`src/rtl/sram_fifo_pkg.sv`:
```
// Shared defaults and index helpers for the sram-backed FIFO and its storage array.
package sram_fifo_pkg;

    localparam int unsigned DEF_DEPTH      = 16;
    localparam int unsigned DEF_DATA_WIDTH = 32;
    localparam int unsigned DEF_AF_THRESH  = 12;

    // Circular increment by explicit compare so non-power-of-two depths wrap correctly.
    function automatic int unsigned wrap_inc(int unsigned idx, int unsigned depth);
        return (idx == depth - 1) ? 0 : idx + 1;
    endfunction

endpackage

```
`src/rtl/sram_fifo_if.sv`:
```
// Push/pop valid-ready bundle plus occupancy status for sram_fifo.
interface sram_fifo_if
    import sram_fifo_pkg::*;
#(
    parameter int DEPTH      = DEF_DEPTH,
    parameter int DATA_WIDTH = DEF_DATA_WIDTH
);
    localparam int CNT_W = $clog2(DEPTH + 1);

    logic                  flush;
    logic                  push_valid;
    logic                  push_ready;
    logic [DATA_WIDTH-1:0] push_data;
    logic                  pop_valid;
    logic                  pop_ready;
    logic [DATA_WIDTH-1:0] pop_data;
    logic [CNT_W-1:0]      count;
    logic                  almost_full;

    modport master (
        output flush, push_valid, push_data, pop_ready,
        input  push_ready, pop_valid, pop_data, count, almost_full
    );

    modport slave (
        input  flush, push_valid, push_data, pop_ready,
        output push_ready, pop_valid, pop_data, count, almost_full
    );

endinterface

```
`src/rtl/sram_fifo_sram.sv`:
```
// Generic multi-port storage array: synchronous writes, zero-latency combinational reads.
module sram
    import sram_fifo_pkg::*;
#(
    parameter int SIZE       = DEF_DEPTH,
    parameter int DATA_WIDTH = DEF_DATA_WIDTH,
    parameter int RD_PORTS   = 1,
    parameter int WR_PORTS   = 1,
    parameter int RESETABLE  = 0,
    parameter int ADDR_W     = (SIZE > 1) ? $clog2(SIZE) : 1
) (
    input  logic                  clk,
    input  logic                  rst_n,
    input  logic [WR_PORTS-1:0]   Wr_En,
    input  logic [ADDR_W-1:0]     write_address [WR_PORTS],
    input  logic [DATA_WIDTH-1:0] data_in       [WR_PORTS],
    input  logic [ADDR_W-1:0]     read_address  [RD_PORTS],
    output logic [DATA_WIDTH-1:0] data_out      [RD_PORTS]
);

    logic [DATA_WIDTH-1:0] mem_q [SIZE];

    generate
        if (RESETABLE != 0) begin : g_rst
            always_ff @(posedge clk or negedge rst_n) begin
                if (!rst_n) begin
                    mem_q <= '{default: '0};
                end else begin
                    for (int w = 0; w < WR_PORTS; w++) begin
                        if (Wr_En[w]) mem_q[write_address[w]] <= data_in[w];
                    end
                end
            end
        end else begin : g_norst
            // Data-only storage: contents survive reset, so rst_n is intentionally left unconnected here.
            logic unused_rst_n;
            assign unused_rst_n = rst_n;

            always_ff @(posedge clk) begin
                for (int w = 0; w < WR_PORTS; w++) begin
                    if (Wr_En[w]) mem_q[write_address[w]] <= data_in[w];
                end
            end
        end
    endgenerate

    always_comb begin
        for (int r = 0; r < RD_PORTS; r++) begin
            data_out[r] = mem_q[read_address[r]];
        end
    end

endmodule

```
`src/rtl/sram_fifo.sv`:
```
// First-word-fall-through FIFO; pointers, occupancy and flow control live here, data lives in u_mem.
module sram_fifo
    import sram_fifo_pkg::*;
#(
    parameter int DEPTH      = DEF_DEPTH,
    parameter int DATA_WIDTH = DEF_DATA_WIDTH,
    parameter int AF_THRESH  = DEF_AF_THRESH
) (
    input  logic           clk,
    input  logic           rst_n,
    sram_fifo_if.slave     fifo_if
);

    localparam int PTR_W = $clog2(DEPTH);
    localparam int CNT_W = $clog2(DEPTH + 1);

    logic [PTR_W-1:0]      wr_ptr_q, wr_ptr_d;
    logic [PTR_W-1:0]      rd_ptr_q, rd_ptr_d;
    logic [CNT_W-1:0]      count_q,  count_d;
    logic                  push_ready;
    logic                  pop_valid;
    logic                  push_fire;
    logic                  pop_fire;

    logic [PTR_W-1:0]      mem_wr_addr [1];
    logic [PTR_W-1:0]      mem_rd_addr [1];
    logic [DATA_WIDTH-1:0] mem_wr_data [1];
    logic [DATA_WIDTH-1:0] mem_rd_data [1];

    // No write-through when full and no bypass when empty: flow control depends on count only.
    assign push_ready = (count_q != CNT_W'(DEPTH));
    assign pop_valid  = (count_q != '0);

    always_comb begin
        push_fire = fifo_if.push_valid & push_ready & ~fifo_if.flush;
        pop_fire  = pop_valid & fifo_if.pop_ready & ~fifo_if.flush;
        wr_ptr_d  = wr_ptr_q;
        rd_ptr_d  = rd_ptr_q;
        count_d   = count_q;
        if (fifo_if.flush) begin
            wr_ptr_d = '0;
            rd_ptr_d = '0;
            count_d  = '0;
        end else begin
            if (push_fire) wr_ptr_d = PTR_W'(wrap_inc(32'(wr_ptr_q), DEPTH));
            if (pop_fire)  rd_ptr_d = PTR_W'(wrap_inc(32'(rd_ptr_q), DEPTH));
            case ({push_fire, pop_fire})
                2'b10:   count_d = count_q + CNT_W'(1);
                2'b01:   count_d = count_q - CNT_W'(1);
                default: count_d = count_q;
            endcase
        end
    end

    always_ff @(posedge clk or negedge rst_n) begin
        if (!rst_n) begin
            wr_ptr_q <= '0;
            rd_ptr_q <= '0;
            count_q  <= '0;
        end else begin
            wr_ptr_q <= wr_ptr_d;
            rd_ptr_q <= rd_ptr_d;
            count_q  <= count_d;
        end
    end

    assign mem_wr_addr[0] = wr_ptr_q;
    assign mem_rd_addr[0] = rd_ptr_q;
    assign mem_wr_data[0] = fifo_if.push_data;

    sram #(
        .SIZE       (DEPTH),
        .DATA_WIDTH (DATA_WIDTH),
        .RD_PORTS   (1),
        .WR_PORTS   (1),
        .RESETABLE  (0),
        .ADDR_W     (PTR_W)
    ) u_mem (
        .clk           (clk),
        .rst_n         (rst_n),
        .Wr_En         (push_fire),
        .write_address (mem_wr_addr),
        .data_in       (mem_wr_data),
        .read_address  (mem_rd_addr),
        .data_out      (mem_rd_data)
    );

    assign fifo_if.push_ready  = push_ready;
    assign fifo_if.pop_valid   = pop_valid;
    assign fifo_if.pop_data    = mem_rd_data[0];
    assign fifo_if.count       = count_q;
    assign fifo_if.almost_full = (count_q >= CNT_W'(AF_THRESH));

    a_count_bound : assert property (@(posedge clk) disable iff (!rst_n)
        count_q <= CNT_W'(DEPTH));
    a_no_overflow : assert property (@(posedge clk) disable iff (!rst_n)
        !(push_fire && count_q == CNT_W'(DEPTH)));
    a_no_underflow : assert property (@(posedge clk) disable iff (!rst_n)
        !(pop_fire && count_q == '0));
    a_ptr_range : assert property (@(posedge clk) disable iff (!rst_n)
        (32'(wr_ptr_q) < DEPTH) && (32'(rd_ptr_q) < DEPTH));

endmodule
```
`src/flat_wrapper.sv`:
```
// flat-port wrapper written by rule: the top's interface ports become plain ports
module sram_fifo_flat import sram_fifo_pkg::*;
#(
    parameter int DEPTH      = DEF_DEPTH,
    parameter int DATA_WIDTH = DEF_DATA_WIDTH,
    parameter int AF_THRESH  = DEF_AF_THRESH
)
  (clk, rst_n, fifo_if_flush, fifo_if_push_valid, fifo_if_push_data, fifo_if_pop_ready, fifo_if_push_ready, fifo_if_pop_valid, fifo_if_pop_data, fifo_if_count, fifo_if_almost_full);
  sram_fifo_if #(.DEPTH(DEPTH), .DATA_WIDTH(DATA_WIDTH)) fifo_if_i ();
  input  logic clk;
  input  logic rst_n;
  input wire logic [$bits(fifo_if_i.flush)-1:0] fifo_if_flush;
  input wire logic [$bits(fifo_if_i.push_valid)-1:0] fifo_if_push_valid;
  input wire logic [$bits(fifo_if_i.push_data)-1:0] fifo_if_push_data;
  input wire logic [$bits(fifo_if_i.pop_ready)-1:0] fifo_if_pop_ready;
  output wire logic [$bits(fifo_if_i.push_ready)-1:0] fifo_if_push_ready;
  output wire logic [$bits(fifo_if_i.pop_valid)-1:0] fifo_if_pop_valid;
  output wire logic [$bits(fifo_if_i.pop_data)-1:0] fifo_if_pop_data;
  output wire logic [$bits(fifo_if_i.count)-1:0] fifo_if_count;
  output wire logic [$bits(fifo_if_i.almost_full)-1:0] fifo_if_almost_full;
  assign fifo_if_i.flush = fifo_if_flush;
  assign fifo_if_i.push_valid = fifo_if_push_valid;
  assign fifo_if_i.push_data = fifo_if_push_data;
  assign fifo_if_i.pop_ready = fifo_if_pop_ready;
  assign fifo_if_push_ready = fifo_if_i.push_ready;
  assign fifo_if_pop_valid = fifo_if_i.pop_valid;
  assign fifo_if_pop_data = fifo_if_i.pop_data;
  assign fifo_if_count = fifo_if_i.count;
  assign fifo_if_almost_full = fifo_if_i.almost_full;
  sram_fifo #(.DEPTH(DEPTH), .DATA_WIDTH(DATA_WIDTH), .AF_THRESH(AF_THRESH)) u_core (.clk(clk), .rst_n(rst_n), .fifo_if(fifo_if_i));
endmodule
```
`config.mk`:
```
export PLATFORM = sky130hd
export DESIGN_NAME = sram_fifo_flat
export DESIGN_NICKNAME = d
export VERILOG_FILES = /design/src/rtl/sram_fifo_pkg.sv /design/src/rtl/sram_fifo_if.sv /design/src/rtl/sram_fifo_sram.sv /design/src/rtl/sram_fifo.sv /design/src/flat_wrapper.sv
export SDC_FILE = /design/constraint.sdc
export NUM_CORES = 1
export LEC_CHECK = 0
export BUFFER_PORTS_ARGS = -buffer_cell sky130_fd_sc_hd__buf_2
export CAP_MARGIN = 20
export CORE_MARGIN = 8
export CORE_UTILIZATION = 50
export DETAILED_ROUTE_END_ITERATION = 10
export GPL_TIMING_DRIVEN = 0
export PLACE_DENSITY_LB_ADDON = 0.25
export SLEW_MARGIN = 20
export SYNTH_ARGS = -nofsm -noshare
export SYNTH_HDL_FRONTEND = slang
export SYNTH_SLANG_ARGS = --single-unit
```
`constraint.sdc`:
```
create_clock -name clk -period 3.46 [get_ports clk]
set_input_delay 0.692 -clock clk [delete_from_list [all_inputs] [get_ports clk]]
set_output_delay 0.692 -clock clk [all_outputs]
set_load 0.02 [all_outputs]
```
======== After elaboration in Yosys (flattened, before gate mapping) ========
Memory sizes are Yosys's and may differ from the RTL's.
Cells that the tools add are included.
storage, ports and cells
  register bits ........................... 13
  memory bits (writable) .................. 512
  input bits .............................. 37
  output and inout bits ................... 40
  memories kept ........................... 1
memories
  memory              words  bits a word  rd ports  clocked after memory_dff  write ports  RTL line              text
  u_core.u_mem.mem_q  16     32           1         0                         1            sram_fifo_sram.sv:21  logic [DATA_WIDTH-1:0] mem_q [SIZE];
cells by class
  add/subtract/negate cells ............... 4
  magnitude comparators ................... 1
  eq/ne operators ......................... 5
  multiplexer cells ....................... 10
  bitwise gates (word level) .............. 5
  reduce and logical (&&, ||, !) cells .... 4
operator list
  kind                   count
  $mux W4                6
  $pmux W5 S2            1
  $add A4 B1 Y4 const B  2
  $eq A4 B4 Y1 const B   2
  $add A5 B1 Y5 const B  1
  $ge A5 B4 Y1 const B   1
  $mux W5                1
  $ne A5 B5 Y1 const B   1
  $reduce_bool A5 Y1     1
  $sub A5 B1 Y5 const B  1
  $and A1 B1 Y1          4
  $reduce_bool A2 Y1     2
  $reduce_bool A3 Y1     1
  $eq A2 B1 Y1 const B   1
  $eq A2 B2 Y1 const B   1
  $mux W1                2
  $not A1 Y1             1

======== Longest topological paths before layout ========
  depth in word-level cells ............... 6
  gate-level depth with buffers ........... 9
  gate-level depth less buffers ........... 9

======== Cells and area by module ========
From an unflattened synthesis, not the netlist that was laid out.
second synthesis, totals
  cells, all modules ...................... 906
  area total of the unflattened synthesis .. 20158.1 um^2
by module, submodules not included
  module     instances  cells each  area each (um^2)
  sram       1          806         19213.4
  sram_fifo  1          100         944.7

======== Worst setup path after synthesis ========
Ideal clock, no wire load.
  path kind ............................... input-to-reg
  from .................................... in fifo_if_flush
  to ...................................... mem u_core.u_mem.mem_q[0][0] (netlist bit), enable pin
  arrival time ............................ 3.594 ns
  data required time ...................... 2.999 ns
  path slack .............................. -0.595 ns
  stages on the path ...................... 4
  cells stage by stage .................... clkbuf_1 > a211oi_1 > nand2_1 > nor3_1
between the ends
  cells in the longest elaborated chain, start to end .. 4
ends and longest elaborated chain
  item                           RTL line              text
  start: declaration             flat_wrapper.sv:12    input wire logic [$bits(fifo_if_i.flush)-1:0] fifo_if_flush;
  $not A1 Y1                     sram_fifo.sv:35       push_fire = fifo_if.push_valid & push_ready & ~fifo_if.flush;
  $and A1 B1 Y1                  sram_fifo.sv:35
  $mux W1                        sram_fifo_sram.sv:41  if (Wr_En[w]) mem_q[write_address[w]] <= data_in[w];
  $mux W1 (implied by the code)  sram_fifo_sram.sv:41
  end: declaration               sram_fifo_sram.sv:21
Every way passes these cells.

======== Final worst setup path ========
  from .................................... reg u_core.rd_ptr_q[1], in the netlist u_core.mem_rd_addr[1]
  to ...................................... out fifo_if_pop_data[12]
between the ends
  cells in the longest elaborated chain, start to end .. 1
ends and longest elaborated chain
  item                      RTL line            text
  start: declaration        sram_fifo.sv:18     logic [PTR_W-1:0] rd_ptr_q, rd_ptr_d;
  start signal: assignment  sram_fifo.sv:62     rd_ptr_q <= rd_ptr_d;
  $mem_v2 Z16 W32           -
  end: declaration          flat_wrapper.sv:18  output wire logic [$bits(fifo_if_i.pop_data)-1:0] fifo_if_pop_data;
Every way passes these cells.

==> impl_results.md <==
* Ys Warns at 0
* Synth Instances at 1046
* Hold Vio Cnt, Final at 0
* Post-CTS setup buffers at 0
* Maximum clock rate at 0.2900 GHz
* Starting Density at 0.5046
* Detailed Place HPWL at 30.83 mm
* Synthesized area per cell at 19.61 um2
* Post-synth top area share at 0.7497
* Pre-antenna DRT Iters at 6
* WL final at 47.75 mm
* Drt first-iter violations at 883
* Final ANT Viol Nets at 0
* Critical R2R Capture: u_core.fifo_if.count[4]$_DFFE_PN0P_
* DR WL/cell at 26.81 um
* Die Ht at 218.5 um
* CTS max path bufs at 3
* Worst-Margin Slew at 1011 ps
* Total track usage at 0.2014
* Synth area leader: edfxtp_1
* Final Util at 0.5997
* Sequential fraction of the synthesis area at 0.7655
* DP Cell Count at 1683
* Peak VDD IR at 0.4164 mV
* Switching Share at 0.2588
* Period utilisation layout at 0.9965
* Total core area at 0.04065 mm2
* # rows at 74
* Vias/cell at 6.045
* TritonCTS Buffers at 52
* Root Buffer: clkbuf_16
* Async S/R FF share, synth at 0.02476
* Seq cells post-synth at 525
* Die area at 0.04775 mm2
* Gate power share at 0.174
* Placer Congestion at 0.7807
* Die Wd at 218.5 um
* CP Data Arrival Time at 2760 ps
* Pin count of the biggest net entering global routing at 20
* Vias in the first global route at 10920
* Clk Latency, worst-skew pair at 600 ps
* H-tree levels at 2
* Clk sinks at 525
* Worst-path maximum fanout at 10
* Crit Path Category: flop to output pin
* Worst-path clk slew at 60 ps
* First-pass GRT wire length at 70.88 mm
* Minimum clock period after layout at 3448 ps
* Top_reg_cell synth: edfxtp_1
* Unrepaired setup endpoints after global routing: true
* Leakage power at 7.996 nW
* Type of the worst min-delay path: primary input to flop
* Clk pwr share at 0.358
* Drt drc at 0
* Most frequent cells in the layout: edfxtp_1 (512), mux2i_1 (132), buf_2 (88), mux4_2 (64), clkbuf_16 (53)
* Antenna violations before repair at 2
* # IOs at 77
* Layout cell share with drive strength beyond 1 at 0.2837
* Post-Syn Nets at 1092
* Most common cell after layout, fill and taps aside: edfxtp_1
* Finished Layout Cells at 1781
* Gr ovfl total at 0
* Post-synth EDFFs at 512
* Status: complete, no violations
* Pint at 11.29 mW
* IO buf count at 74
* NetSw at 3.940 mW
* Via count at 10770
* Mapped Area at 0.02051 mm2
* Reg2Reg Setup Slack at 550 ps
* Final Max Tran Viols at 0
* Number of nets in the layout at 1251
* # setup viols final at 0
* Synth unique cells at 39
* Setup TNS at 0 ps
* CTS tree: yes
* Slew headroom at 0.3257
* Reg-to-Reg Start: u_core.fifo_if.count[1]$_DFFE_PN0P_
* Synth top area cells: edfxtp_1 (75%), mux4_2 (7.0%), mux2i_1 (6.4%)
* PwrDens at 624.6 mW/mm2
* Crit. End Element: output pin
* Startpoint Class: flop
* Crit path capture: fifo_if_pop_data[12]
* Area Overhead vs Synth at 18.86%
* Max Cap Viol at 0
* Critical path required time at 2770 ps
* Worst Reg2Reg Path Length in Cells at 9
* Worst Setup SP: u_core.mem_rd_addr[1]$_DFFE_PN0P_
* Clk_skew at 19.15 ps
* Reg power frac at 0.468
==> kinds of logic (layout without fill, tap and decap cells) <==
family,after synthesis,after routing,share of synthesized area
AOI/OAI and AO/OA,150,150,0.05595
muxes,199,199,0.1364
and+or+nand+nor,90,90,0.01940
other,0,1,0
buffers and inverters,70,272,0.01562
adders and majority gates,9,9,0.005857
DFF,525,525,0.7655
xor gates and xnor gates,3,3,0.001281
==> worst min path at each step <==
| stage | startpoint | to | slack [ps] | cells after the start |
|---|---|---|---|---|
| final | fifo_if_push_data[15] | u_core.u_mem.mem_q[10][15]$_DFFE_PP_ | 470 | 1 |
| after CTS | fifo_if_push_data[29] | u_core.u_mem.mem_q[10][29]$_DFFE_PP_ | 430 | 1 |
| after floorplan | rst_n | u_core.fifo_if.count[0]$_DFFE_PN0P_ | 400 | 0 |
| after global placement | u_core.mem_wr_addr[0]$_DFFE_PN0P_ | u_core.mem_wr_addr[0]$_DFFE_PN0P_ | 600 | 2 |
| after global routing | fifo_if_push_data[29] | u_core.u_mem.mem_q[2][29]$_DFFE_PP_ | 460 | 1 |
| after detailed placement | rst_n | u_core.fifo_if.count[3]$_DFFE_PN0P_ | 610 | 1 |
==> state kept, by name, summed over array words and instances (netlist names) <==
| register | cells |
|---|---|
| u_core.mem_rd_addr | 4 |
| u_core.u_mem.mem_q | 512 |
| u_core.mem_wr_addr | 4 |
| u_core.fifo_if.count | 5 |
==> timing repair <==
action | 4_1_cts | 5_1_grt
gates resized for setup | 41 | 47
endpoints found under the hold margin | 9 | 0
endpoints found under the setup margin | 32 | 32
hold buffers | 1 | 0
pin swaps | 0 | 1
==> layout make-up <==
cell class                 instances  area, um2
tap                              532      665.6
fill                            2875      16270
clock inverter                    29      234.0
buffer                            59      357.8
clock buffer                      68       1413
sequential                       525      15700
multi-input combinational        451       4897
inverter                          10      37.54
timing repair buffer             106       1069
antenna                            1      2.502
==> per-layer routing <==
layer  up-vias  GRT usage  share of wire
met4         2    0.05732          0.022
met1      5608     0.2654           0.41
met5         -          0        0.00027
li1       4682          -              -
met3        84    0.03982          0.065
met2       391     0.3383           0.50
==> synthesized netlist by cell type (10+ instances only) <==
cell      number
o21ai_0       33
buf_4         10
dfrtp_1       13
inv_1         10
buf_2         16
mux2i_1      132
edfxtp_1     512
nand2_1       46
clkbuf_1      24
a22oi_1       32
mux4_2        64
buf_1         10
a221oi_1      64
nor2_1        25
==> power groups by stage <==
stage / clock network, mW / logic [mW] / registers (mW)
floorplan: 0 / 1.77 / 7.28
global placement: 0 / 2.54 / 7.27
detailed placement: 0 / 2.60 / 7.27
CTS: 5.53 / 2.64 / 7.13
global route: 5.74 / 2.84 / 7.14
finish: 5.45 / 2.64 / 7.13
==> through the flow <==
| stage | area (um2) | setup WS [ps] | hold WS [ps] | power [mW] |
|---|---|---|---|---|
| 2_1_floorplan | 20530 | 258.8 | 396.4 | 9.054 |
| 3_3_place_gp | 21560 | -2011 | 600.2 | 9.807 |
| 3_5_place_dp | 22370 | 309.7 | 609.5 | 9.862 |
| 4_1_cts | 24160 | -57.79 | 432.3 | 15.30 |
| 5_1_grt | 24380 | -99.29 | 459.8 | 15.72 |
| 6_report | 24380 | 12.11 | 468.2 | 15.23 |
==> worst max-delay path, cell delays in order (launching register included) <==
cell	delay [ps]
dfrtp_1	460
clkbuf_1	790
mux4_2	430
a22oi_1	200
nand2_1	100
buf_2	170
(Power assumes the default switching activity.)
